===== src/rtl/sar_search_ctrl.sv =====
// sar_search_ctrl
//   Successive-approximation search controller for a WIDTH-bit magnitude
//   comparator. Each SEARCH cycle it presents a trial value on the comparator
//   b operand, samples the equal/greater/lower flags (a = unknown target) and
//   refines the trial one bit at a time, MSB first.
//
// Ports
//   clk          system clock, rising edge
//   rst          synchronous active-high reset
//   start        begin a search (honoured in IDLE or DONE only)
//   cmp_equal    comparator flag: target == trial
//   cmp_greater  comparator flag: target >  trial
//   cmp_lower    comparator flag: target <  trial
//   trial        value driven to comparator b
//   busy         high while searching
//   done         one-cycle pulse when a search terminates
//   result       found value, held until the next accepted start
//   steps        comparisons used by the last search
//   err          last search aborted on an illegal flag combination
module sar_search_ctrl #(
    parameter  int WIDTH = 3,
    localparam int SW    = $clog2(WIDTH + 1)
) (
    input  logic             clk,
    input  logic             rst,
    input  logic             start,
    input  logic             cmp_equal,
    input  logic             cmp_greater,
    input  logic             cmp_lower,
    output logic [WIDTH-1:0] trial,
    output logic             busy,
    output logic             done,
    output logic [WIDTH-1:0] result,
    output logic [SW-1:0]    steps,
    output logic             err
);

    localparam int KW = (WIDTH > 2) ? $clog2(WIDTH) : 1;

    typedef enum logic [1:0] {
        IDLE,
        SEARCH,
        DONE
    } state_t;

    state_t           state, state_n;
    logic [KW-1:0]    k, k_n;
    logic [WIDTH-1:0] trial_n, result_n;
    logic [SW-1:0]    steps_n;
    logic             busy_n, done_n, err_n;
    logic             term;
    logic [WIDTH-1:0] bit_k, bit_lo;

    // Mask of the bit under test and of the next lower bit to be tried.
    assign bit_k  = WIDTH'(1) << k;
    assign bit_lo = bit_k >> 1;

    always_comb begin
        state_n  = state;
        trial_n  = trial;
        k_n      = k;
        steps_n  = steps;
        result_n = result;
        busy_n   = busy;
        err_n    = err;
        done_n   = 1'b0;
        term     = 1'b0;

        case (state)
            IDLE, DONE: begin
                if (start) begin
                    state_n = SEARCH;
                    trial_n = WIDTH'(1) << (WIDTH - 1);
                    k_n     = KW'(WIDTH - 1);
                    steps_n = '0;
                    err_n   = 1'b0;
                    busy_n  = 1'b1;
                end
            end
            SEARCH: begin
                steps_n = steps + SW'(1);
                case ({cmp_equal, cmp_greater, cmp_lower})
                    3'b100: begin
                        result_n = trial;
                        term     = 1'b1;
                    end
                    3'b010: begin
                        if (k != '0) begin
                            trial_n = trial | bit_lo;
                            k_n     = k - KW'(1);
                        end else begin
                            result_n = trial;
                            term     = 1'b1;
                        end
                    end
                    3'b001: begin
                        if (k != '0) begin
                            trial_n = (trial & ~bit_k) | bit_lo;
                            k_n     = k - KW'(1);
                        end else begin
                            // Trial still has bit 0 set; the target is one below it.
                            result_n = trial & ~WIDTH'(1);
                            term     = 1'b1;
                        end
                    end
                    default: begin
                        err_n    = 1'b1;
                        result_n = trial;
                        term     = 1'b1;
                    end
                endcase
                if (term) begin
                    state_n = DONE;
                    done_n  = 1'b1;
                    busy_n  = 1'b0;
                end
            end
            default: state_n = IDLE;
        endcase
    end

    always_ff @(posedge clk) begin
        if (rst) begin
            state  <= IDLE;
            trial  <= '0;
            k      <= '0;
            steps  <= '0;
            result <= '0;
            busy   <= 1'b0;
            done   <= 1'b0;
            err    <= 1'b0;
        end else begin
            state  <= state_n;
            trial  <= trial_n;
            k      <= k_n;
            steps  <= steps_n;
            result <= result_n;
            busy   <= busy_n;
            done   <= done_n;
            err    <= err_n;
        end
    end

endmodule


===== config.mk =====
export PLATFORM = sky130hd
export DESIGN_NAME = sar_search_ctrl
export DESIGN_NICKNAME = d
export VERILOG_FILES = /design/src/rtl/sar_search_ctrl.sv
export SDC_FILE = /design/constraint.sdc
export NUM_CORES = 1
export LEC_CHECK = 0
export CORE_UTILIZATION = 25
export DETAILED_ROUTE_END_ITERATION = 12
export PLACE_DENSITY_LB_ADDON = 0.08
export SLEW_MARGIN = 10
export SYNTH_ARGS = -nofsm -noshare
export SYNTH_HDL_FRONTEND = slang
export SYNTH_SLANG_ARGS = --single-unit
export TNS_END_PERCENT = 10

===== constraint.sdc =====
create_clock -name clk -period 1.75 [get_ports clk]
set_input_delay 0.2625 -clock clk [delete_from_list [all_inputs] [get_ports clk]]
set_output_delay 0.2625 -clock clk [all_outputs]
set_load 0.02 [all_outputs]

==> impl_metrics.json <==
{
  "cts_made_buffers": 3,
  "synth_top_area_share": 0.4444,
  "grt_overflow": 0,
  "final_nets": 104,
  "cp_num_buf_inv": 1,
  "num_antenna_cells": 0,
  "routabilityCongestion": 0.6428,
  "final_cell_mix": "16 x clkdlybuf4s50_1, 15 x dfxtp_1, 12 x nor2_1, 5 x buf_4",
  "start_util": 0.2679,
  "final_common_cell": "clkdlybuf4s50_1",
  "cts_resized": 0,
  "crit_fanout": 4,
  "fin_skew_ns": 0.004881,
  "hold_buffers": 0,
  "cts_root_buf": "clkbuf_4",
  "p_leak_nw": 0.3515,
  "worstSkewPairLatency_ns": 0.29,
  "antenna_found_initial": 0,
  "min_path_cells": 2,
  "path_class": "flop to output port",
  "r2r_slack_ns": 0.36,
  "grt_pass1_wl_um": 2325,
  "firstDrtPassIters": 3,
  "critPathCaptureType": "output port",
  "critPathSlowestCell": "clkdlybuf4s50_1",
  "cts_tree": "yes",
  "ant_nets": 0,
  "wl_per_cell_um": 11.07,
  "seq_area_frac_synth": 0.4444,
  "cts.sinks": 15,
  "critPathLaunch": "trial[1]",
  "max_freq_mhz": 641.1,
  "final_util": 0.3700,
  "start_kind": "flop",
  "die-area_um2": 2914,
  "drv_cap": 0,
  "coreArea_um2": 2522,
  "reg2reg_depth": 6,
  "cts_setup_buffers": 0,
  "cts_buffer_depth": 2,
  "htree_levels": 1,
  "area_growth_pct": 38.15,
  "worst_ir_drop_vdd_mv": 0.3520,
  "grt_use_total": 0.1219,
  "place.port_buffers": 16,
  "period_minus_slack_ns": 1.560,
  "drt_wl_total_um": 1373,
  "r2r-end": "result[2]",
  "grt_pass1_vias": 513,
  "rows": 18,
  "syn_avg_cell_area_um2": 9.652,
  "max_stage_delay_ns": 0.62,
  "required_ns": 1.49,
  "yosysUniqueCellTypes": 27,
  "place_inst": 120,
  "tns_ns": 0,
  "synth_area_um2": 675.6,
  "hold_class": "flop to flop",
  "ys_ff_latch": 15,
  "post_drt_via_cell_ratio": 4.516,
  "finalCritPeriodShare": 0.8913,
  "drc": 0,
  "grt_max_degree": 15,
  "dp_hpwl_um": 1037,
  "setup_viol": 0,
  "netlist_instances": 70,
  "synth_top_cell_by_area": "dfxtp_1",
  "hold_viol_final": 0,
  "multi_input_area_um2": 356.6,
  "seq_area_um2": 300.3,
  "synth.area.top_cells": "dfxtp_1 44%, nor2_1 6.7%, ha_1 5.6%",
  "p_per_area_nw_per_um2": 735.0,
  "die_h_um": 53.99,
  "crit_chain": "clkdlybuf4s50_1",
  "r2r-start": "k[0]",
  "drive_gt1_frac": 0.1383,
  "drt-initial-drc-count": 11,
  "slew_headroom": 0.7634,
  "yosys_warnings": 0,
  "rsz0062_at_grt": "false",
  "holdCritStartpoint": "err",
  "clkTransAtPathRegs_ns": 0.09,
  "critPathTopFamily": "buffers and inverters",
  "min_to": "err",
  "ios": 17,
  "vias": 560,
  "layout.cells.non_filler": 124,
  "arrival_ns": 1.30,
  "dieWidth_um": 53.99,
  "worst_slew_pin_slew_ns": 0.3549,
  "final.fill_count": 275,
  "slew_violations": 0,
  "synth_nets": 79,
  "status": "finished, final reports clean"
}
## per-stage QoR
step / instance area, um2 / worst slack (ns) / hold slack, ns / power, W
after CTS: 933.4 / 0.1723 / 0.4741 / 0.0006994
after global placement: 907.1 / 0.03639 / 0.4399 / 0.0004897
after floorplan: 675.6 / 0.4977 / 0.3341 / 0.0004360
after global routing: 933.4 / 0.1227 / 0.5056 / 0.0007300
after detailed placement: 907.1 / 0.01516 / 0.4520 / 0.0004901
final: 933.4 / 0.1902 / 0.4705 / 0.0006860
## cell type report
| cell class | count | area share |
|---|---|---|
| Tap cell | 30 | 0.04021 |
| Sequential cell | 15 | 0.3217 |
| Timing Repair Buffer | 21 | 0.2118 |
| Multi-Input combinational cell | 50 | 0.3820 |
| Clock buffer | 4 | 0.02815 |
| Inverter | 4 | 0.01609 |
## power by group
group	total (W)	leakage [nW]	switching (W)	internal, W
combinational	0.000117	0.214	0.0000595	0.0000571
clock	0.000205	0.0150	0.000116	0.0000888
sequential	0.000364	0.122	0.00000903	0.000355
total	0.000686	0.352	0.000185	0.000501
## kinds of logic after synthesis
group | Yosys count | share of synthesized area
XOR/XNOR | 3 | 0.05001
multiplexers | 3 | 0.04445
adder cells (fa/ha/maj) | 3 | 0.05556
flip-flops | 15 | 0.4444
AO/OA/AOI/OAI | 13 | 0.1481
buffers and inverters | 5 | 0.02777
AND/OR/NAND/NOR | 28 | 0.2296
## routing by layer
metal	vias up	GRT usage	wire [um]	share of wire
li1	290	-	-	-
met1	255	0.1436	646	0.47
met2	11	0.1811	626	0.46
met3	4	0.05932	70	0.051
met4	0	0.06410	30	0.022
met5	-	0	0	0
## worst max path at each step
stage | endpoint | cells past startpoint
floorplan | trial[2] | 4
global placement | result[1] | 5
detailed placement | result[2] | 5
CTS | trial[1] | 1
global route | trial[1] | 1
finish | trial[1] | 1
## state kept, by name (all words and copies together), names as in the netlist
| signal | cells |
|---|---|
| err | 1 |
| state | 2 |
| k | 2 |
| busy | 1 |
| result | 3 |
| steps | 2 |
| trial | 3 |
| done | 1 |
## synth_stat cells
cell and count:
dfxtp_1 15, nor2_1 12, inv_1 4, nand2b_1 4, ha_1 3, mux2i_1 3, nor2b_1 3, a21oi_1 2
nand3_1 2, nor3b_1 2, o21a_1 2, o31ai_1 2, xnor2_1 2, a211oi_1 1, a21oi_2 1, a221oi_2 1
a22o_1 1, a311oi_1 1, clkbuf_1 1, nand2_1 1, nand3b_4 1, nor2_2 1, nor3_1 1, nor4_1 1
o21ai_0 1, o22ai_1 1, xor2_2 1
Power figures use the tool's default switching activity.
